$ cat src/rtl/mem_port_arbiter.sv
// Arbitrates one single-port unified memory between the fetch and data pipeline stages.
// Fetch starvation is bounded, and a transfer that never sees mem_ready is aborted with bus_err.
module mem_port_arbiter #(
   parameter int unsigned STARVE_LIMIT   = 3,
   parameter int unsigned TIMEOUT_CYCLES = 16
) (
   input  logic        clk,
   input  logic        rst_n,
   input  logic        if_req,
   input  logic [31:0] if_addr,
   output logic [31:0] if_rdata,
   output logic        if_ack,
   output logic        if_stall,
   input  logic        dm_req,
   input  logic        dm_we,
   input  logic [31:0] dm_addr,
   input  logic [31:0] dm_wdata,
   output logic [31:0] dm_rdata,
   output logic        dm_ack,
   output logic        dm_stall,
   output logic        mem_en,
   output logic        mem_we,
   output logic [31:0] mem_addr,
   output logic [31:0] mem_wdata,
   input  logic [31:0] mem_rdata,
   input  logic        mem_ready,
   output logic [1:0]  owner,
   output logic        bus_err
);

   localparam int unsigned SW = (STARVE_LIMIT > 0) ? $clog2(STARVE_LIMIT + 1) : 1;
   localparam int unsigned TW = (TIMEOUT_CYCLES > 1) ? $clog2(TIMEOUT_CYCLES) : 1;
   localparam logic [SW-1:0] STARVE_MAX = SW'(STARVE_LIMIT);
   localparam logic [TW-1:0] TMO_LAST   = TW'(TIMEOUT_CYCLES - 1);

   typedef enum logic [1:0] {
      IDLE    = 2'd0,
      XFER_IF = 2'd1,
      XFER_DM = 2'd2
   } state_t;

   state_t        state_q, state_d;
   logic [SW-1:0] starve_q, starve_d;
   logic [TW-1:0] tmo_q, tmo_d;
   logic          mem_en_q, mem_en_d;
   logic          mem_we_q, mem_we_d;
   logic [31:0]   mem_addr_q, mem_addr_d;
   logic [31:0]   mem_wdata_q, mem_wdata_d;
   logic [1:0]    owner_q, owner_d;
   logic          if_ack_q, if_ack_d;
   logic          dm_ack_q, dm_ack_d;
   logic          bus_err_q, bus_err_d;
   logic [31:0]   if_rdata_q, if_rdata_d;
   logic [31:0]   dm_rdata_q, dm_rdata_d;

   logic if_cand, dm_cand, starve_hit, pick_if, done;

   // A request whose ack is on the bus this cycle is stale: the requester drops it next cycle.
   assign if_cand    = if_req & ~if_ack_q;
   assign dm_cand    = dm_req & ~dm_ack_q;
   assign starve_hit = (STARVE_LIMIT != 0) && (starve_q == STARVE_MAX);
   assign pick_if    = if_cand & (~dm_cand | starve_hit);
   assign done       = mem_ready | (tmo_q == TMO_LAST);

   always_comb begin
      state_d     = state_q;
      starve_d    = starve_q;
      tmo_d       = tmo_q;
      mem_en_d    = mem_en_q;
      mem_we_d    = mem_we_q;
      mem_addr_d  = mem_addr_q;
      mem_wdata_d = mem_wdata_q;
      owner_d     = owner_q;
      if_ack_d    = 1'b0;
      dm_ack_d    = 1'b0;
      bus_err_d   = 1'b0;
      if_rdata_d  = if_rdata_q;
      dm_rdata_d  = dm_rdata_q;

      case (state_q)
         IDLE: begin
            if (if_cand | dm_cand) begin
               mem_en_d = 1'b1;
               tmo_d    = '0;
               if (pick_if) begin
                  state_d    = XFER_IF;
                  owner_d    = 2'b01;
                  mem_we_d   = 1'b0;
                  mem_addr_d = if_addr;
                  starve_d   = '0;
               end else begin
                  state_d     = XFER_DM;
                  owner_d     = 2'b10;
                  mem_we_d    = dm_we;
                  mem_addr_d  = dm_addr;
                  mem_wdata_d = dm_wdata;
                  if (if_cand && (starve_q < STARVE_MAX)) begin
                     starve_d = starve_q + SW'(1);
                  end
               end
            end
         end

         XFER_IF, XFER_DM: begin
            if (done) begin
               state_d  = IDLE;
               mem_en_d = 1'b0;
               mem_we_d = 1'b0;
               owner_d  = 2'b00;
               if (state_q == XFER_IF) begin
                  if_ack_d = 1'b1;
               end else begin
                  dm_ack_d = 1'b1;
               end
               // Ready in the final timeout cycle still wins over the abort.
               if (mem_ready) begin
                  if (state_q == XFER_IF) begin
                     if_rdata_d = mem_rdata;
                  end else if (!mem_we_q) begin
                     dm_rdata_d = mem_rdata;
                  end
               end else begin
                  bus_err_d = 1'b1;
               end
            end else begin
               tmo_d = tmo_q + TW'(1);
            end
         end

         default: begin
            state_d  = IDLE;
            mem_en_d = 1'b0;
            mem_we_d = 1'b0;
            owner_d  = 2'b00;
         end
      endcase
   end

   always_ff @(posedge clk or negedge rst_n) begin
      if (!rst_n) begin
         state_q     <= IDLE;
         starve_q    <= '0;
         tmo_q       <= '0;
         mem_en_q    <= 1'b0;
         mem_we_q    <= 1'b0;
         mem_addr_q  <= '0;
         mem_wdata_q <= '0;
         owner_q     <= 2'b00;
         if_ack_q    <= 1'b0;
         dm_ack_q    <= 1'b0;
         bus_err_q   <= 1'b0;
         if_rdata_q  <= '0;
         dm_rdata_q  <= '0;
      end else begin
         state_q     <= state_d;
         starve_q    <= starve_d;
         tmo_q       <= tmo_d;
         mem_en_q    <= mem_en_d;
         mem_we_q    <= mem_we_d;
         mem_addr_q  <= mem_addr_d;
         mem_wdata_q <= mem_wdata_d;
         owner_q     <= owner_d;
         if_ack_q    <= if_ack_d;
         dm_ack_q    <= dm_ack_d;
         bus_err_q   <= bus_err_d;
         if_rdata_q  <= if_rdata_d;
         dm_rdata_q  <= dm_rdata_d;
      end
   end

   assign if_rdata  = if_rdata_q;
   assign if_ack    = if_ack_q;
   assign if_stall  = if_req & ~if_ack_q;
   assign dm_rdata  = dm_rdata_q;
   assign dm_ack    = dm_ack_q;
   assign dm_stall  = dm_req & ~dm_ack_q;
   assign mem_en    = mem_en_q;
   assign mem_we    = mem_we_q;
   assign mem_addr  = mem_addr_q;
   assign mem_wdata = mem_wdata_q;
   assign owner     = owner_q;
   assign bus_err   = bus_err_q;

endmodule

$ cat config.mk
export PLATFORM = sky130hd
export DESIGN_NAME = mem_port_arbiter
export DESIGN_NICKNAME = d
export VERILOG_FILES = /design/src/rtl/mem_port_arbiter.sv
export SDC_FILE = /design/constraint.sdc
export NUM_CORES = 1
export LEC_CHECK = 0
export ABC_CLOCK_PERIOD_IN_PS = 3650
export CAP_MARGIN = 20
export CORE_ASPECT_RATIO = 0.8
export CORE_MARGIN = 4
export CORE_UTILIZATION = 42
export DETAILED_ROUTE_END_ITERATION = 6
export GPL_TIMING_DRIVEN = 0
export PLACE_DENSITY_LB_ADDON = 0.15
export RECOVER_POWER = 25
export SKIP_LAST_GASP = 1
export SYNTH_ARGS = -nofsm -noshare
export SYNTH_HDL_FRONTEND = slang
export SYNTH_SLANG_ARGS = --single-unit
$ cat constraint.sdc
create_clock -name clk -period 3.65 [get_ports clk]
set_input_delay 0.73 -clock clk [delete_from_list [all_inputs] [get_ports clk]]
set_output_delay 0.73 -clock clk [all_outputs]
set_load 0.01 [all_outputs]
==> flow_summary.json <==
{
  "synth_area_sq_um": 5830,
  "yosys-mux-area-fraction": 0.241,
  "pre_cts_ws_ps": 876,
  "clockBufferDepth": 2,
  "die_x_microns": 140,
  "tns_ps": 0,
  "critical_path.startpoint": "if_req",
  "synth_adder_area_share": 0.00858,
  "rsz0062_at_grt": "false",
  "endpoint_kind": "output port",
  "ctsResizeCount": 0,
  "cp.depth": 4,
  "io_pins": 271,
  "synth-simple-area-share": 0.0547,
  "drc": 0,
  "power.internal_uw": 5820,
  "ys.flop_type": "dfrtp_1",
  "maxSlewHeadroom": 0.0118,
  "first_pass_iters": 4,
  "clk_latency_ps": 410,
  "fillCellCount": 973,
  "ys_seq_area_frac": 0.605,
  "die_h_microns": 113,
  "final_cells": 892,
  "crit_type": "in -> out",
  "rr_startpoint": "owner[0]",
  "first_iter_violations": 152,
  "synth.distinct_cells": 40,
  "yosys_warnings": 0,
  "antenna_found_initial": 0,
  "cts_buffers": 17,
  "hold_violations": 0,
  "path_max_fanout": 5,
  "worstPathRequired_ps": 2920,
  "avgSynthCellArea_sq_um": 14.3,
  "antennaDiodeCount": 0,
  "path_clk_slew_ps": 50,
  "synthArstFlopShare": 1.00,
  "final_layout_size_suffix_gt1_frac": 0.198,
  "row_count": 38,
  "crit_slowest_cell": "clkdlybuf4s50_1",
  "maxCapViolCount": 0,
  "fmax_ghz": 0.362,
  "synth_fp_nets": 547,
  "ant_nets": 0,
  "yosysTopAreaCellShare": 0.605,
  "dpl.hpwl_microns": 11800,
  "hold_class": "reg -> reg",
  "slowest_delay_ps": 580,
  "die_area_sq_um": 15800,
  "synth_top_cell_by_area": "dfrtp_1",
  "r2r_slack_ps": 1580,
  "drt_wl_total_microns": 15400,
  "ir_worst_vdd_mv": 0.425,
  "grt_pass1_wl_microns": 24700,
  "worstPathCellList": "clkdlybuf4s50_1, nand2b_4, inv_2, clkdlybuf4s50_1",
  "placed_cells": 860,
  "grt_overflow": 0,
  "fin_nets": 837,
  "viasPerCell": 4.83,
  "arrival_ps": 2030,
  "cp_top_family": "buffers and inverters",
  "cpMostUsedCell": "clkdlybuf4s50_1",
  "switching_share": 0.312,
  "hold_depth": 2,
  "grt_pass1_vias": 4687,
  "cts_htree_levels": 4,
  "synth_edf_count": 0,
  "yosys-top-cells-area": "dfrtp_1, mux2_2, mux2i_1",
  "vias": 4310,
  "final_cell_area_sq_um": 9370,
  "grt_use_total": 0.197,
  "worst-path-buf-inv": 3,
  "worst_slew_pin_slew_ps": 1480,
  "p_leak_uw": 0.00399,
  "start_util": 0.429,
  "synth-compound-area-share": 0.0523,
  "core_area_sq_um": 13600,
  "p_seq_frac": 0.327,
  "fin_crit_ps": 2760,
  "routedWlPerCell_microns": 17.2,
  "place_area_sq_um": 8790,
  "synth-seq-cells": 141,
  "gp_congestion": 0.803,
  "io_buffer_count": 270,
  "slew_viol_final": 0,
  "r2r_cells": 7,
  "status": "finished clean",
  "synth_top_family_by_area": "multiplexers",
  "worstHoldStart": "mem_addr[6]",
  "cts_setup_buffers": 0,
  "setup_viol": 0,
  "clock-sinks": 141,
  "area_delta_synth_final_pct": 60.7,
  "holdBufCountCts": 0,
  "power_density_nw_per_um2": 903,
  "synth-xor-area-share": 0,
  "power.clock.fraction": 0.211,
  "fin_skew_ps": 3.06,
  "p_comb_frac": 0.461,
  "cts_root_buf": "clkbuf_16",
  "switching_power_uw": 2640,
  "setup_ws_ps": 888,
  "syn_inst": 409,
  "grt_max_degree": 80,
  "timing.final.crit_share": 0.757,
  "cts_tree": "yes",
  "critPathLaunchType": "input port"
}
stage by stage:
stage	total power (uW)	hold WS, ps	utilization
global placement	6630	460	0.644
CTS	8590	303	0.692
global route	8960	500	0.689
floorplan	4620	434	-
finish	8460	483	0.689
detailed placement	6760	474	0.646
routing by layer:
layer  up-vias  wire (microns)  share of wire  GRT usage
met2       176            7580           0.49      0.336
met5         -               0              0          0
met4         0             185          0.012     0.0510
met3        16            1470          0.096     0.0893
met1      2098            6120           0.40      0.230
li1       2020               -              -          -
cells in the final DEF (no fill, tap or decap), drive strengths merged:
cell           netlist  final
nand2b               4      4
and2                 1      1
clkinv               0      6
nand2               40     40
and4bb               1      1
buf                 19     18
ha                   4      4
nor3b                2      2
clkbuf               2     25
a211o                1      1
and3                 1      1
nand3                4      4
nor4                 1      1
a22o                 3      3
a31oi                1      1
a21o                 2      2
o31ai                1      1
inv                  6      6
dfrtp              141    141
nor2b                1      1
o21ai               37     37
mux2                96     96
clkdlybuf4s50        0    269
o211a                1      1
bufinv               0      4
clkinvlp             0      2
nor3                 2      2
mux2i               32     32
a21oi                1      1
nor2                 3      3
a32o                 2      2
synthesized netlist by cell type, types with 2 or more instances:
library cell,n
dfrtp_1,141
mux2_2,77
nand2_1,39
mux2i_1,32
o21ai_0,21
mux2_1,18
buf_6,15
o21ai_1,15
ha_1,4
nand3_1,4
a22o_1,3
buf_2,3
inv_1,3
a21o_1,2
a32o_1,2
clkbuf_1,2
inv_2,2
nand2b_1,2
nand2b_4,2
nor2_1,2
state kept, by name, summed over array words and instances (netlist names):
name / cells
dm_ack: 1
if_rdata: 32
owner: 2
bus_err: 1
dm_rdata: 32
if_ack: 1
tmo_q: 4
mem_addr: 32
starve_q: 2
mem_we: 1
mem_wdata: 32
mem_en: 1
power groups by stage:
stage / registers, uW / clock network, uW / logic, uW
after floorplan: 3100 / 0 / 1520
after global placement: 2740 / 0 / 3890
after detailed placement: 2790 / 0 / 3970
after CTS: 2770 / 1820 / 4000
after global routing: 2870 / 1900 / 4200
final: 2770 / 1790 / 3900
cell families after synthesis:
group | Yosys count
flip-flops | 141
AND/OR/NAND/NOR | 60
multiplexers | 128
AO/OA/AOI/OAI | 49
buffers and inverters | 27
adder cells (fa/ha/maj) | 4
worst reg2reg max path: cells and delay by family (launching register included):
kind          cells  cell delay [ps]
buf+inv           4              630
flops             1              400
mux               1              360
simple gates      1              300
fa+ha+maj         1              270
worst paths after layout:
path                           endpoint
min reg2reg                 mem_addr[6]
max in group asynchronous  mem_addr[31]
max reg2reg                 dm_rdata[9]
min                         mem_addr[6]
max                            if_stall
min in group asynchronous   if_rdata[9]
final cells by class:
class	count	area [sq um]	share of cell area
well taps	180	225	0.0240
clock inverters	12	169	0.0180
multi-input cells	241	2080	0.222
repair buffers	271	2710	0.289
flip-flops and latches	141	3530	0.377
plain buffers	21	191	0.0204
inverters	6	25.0	0.00267
clock buffers	20	447	0.0477
Power figures use the tool's default switching activity.
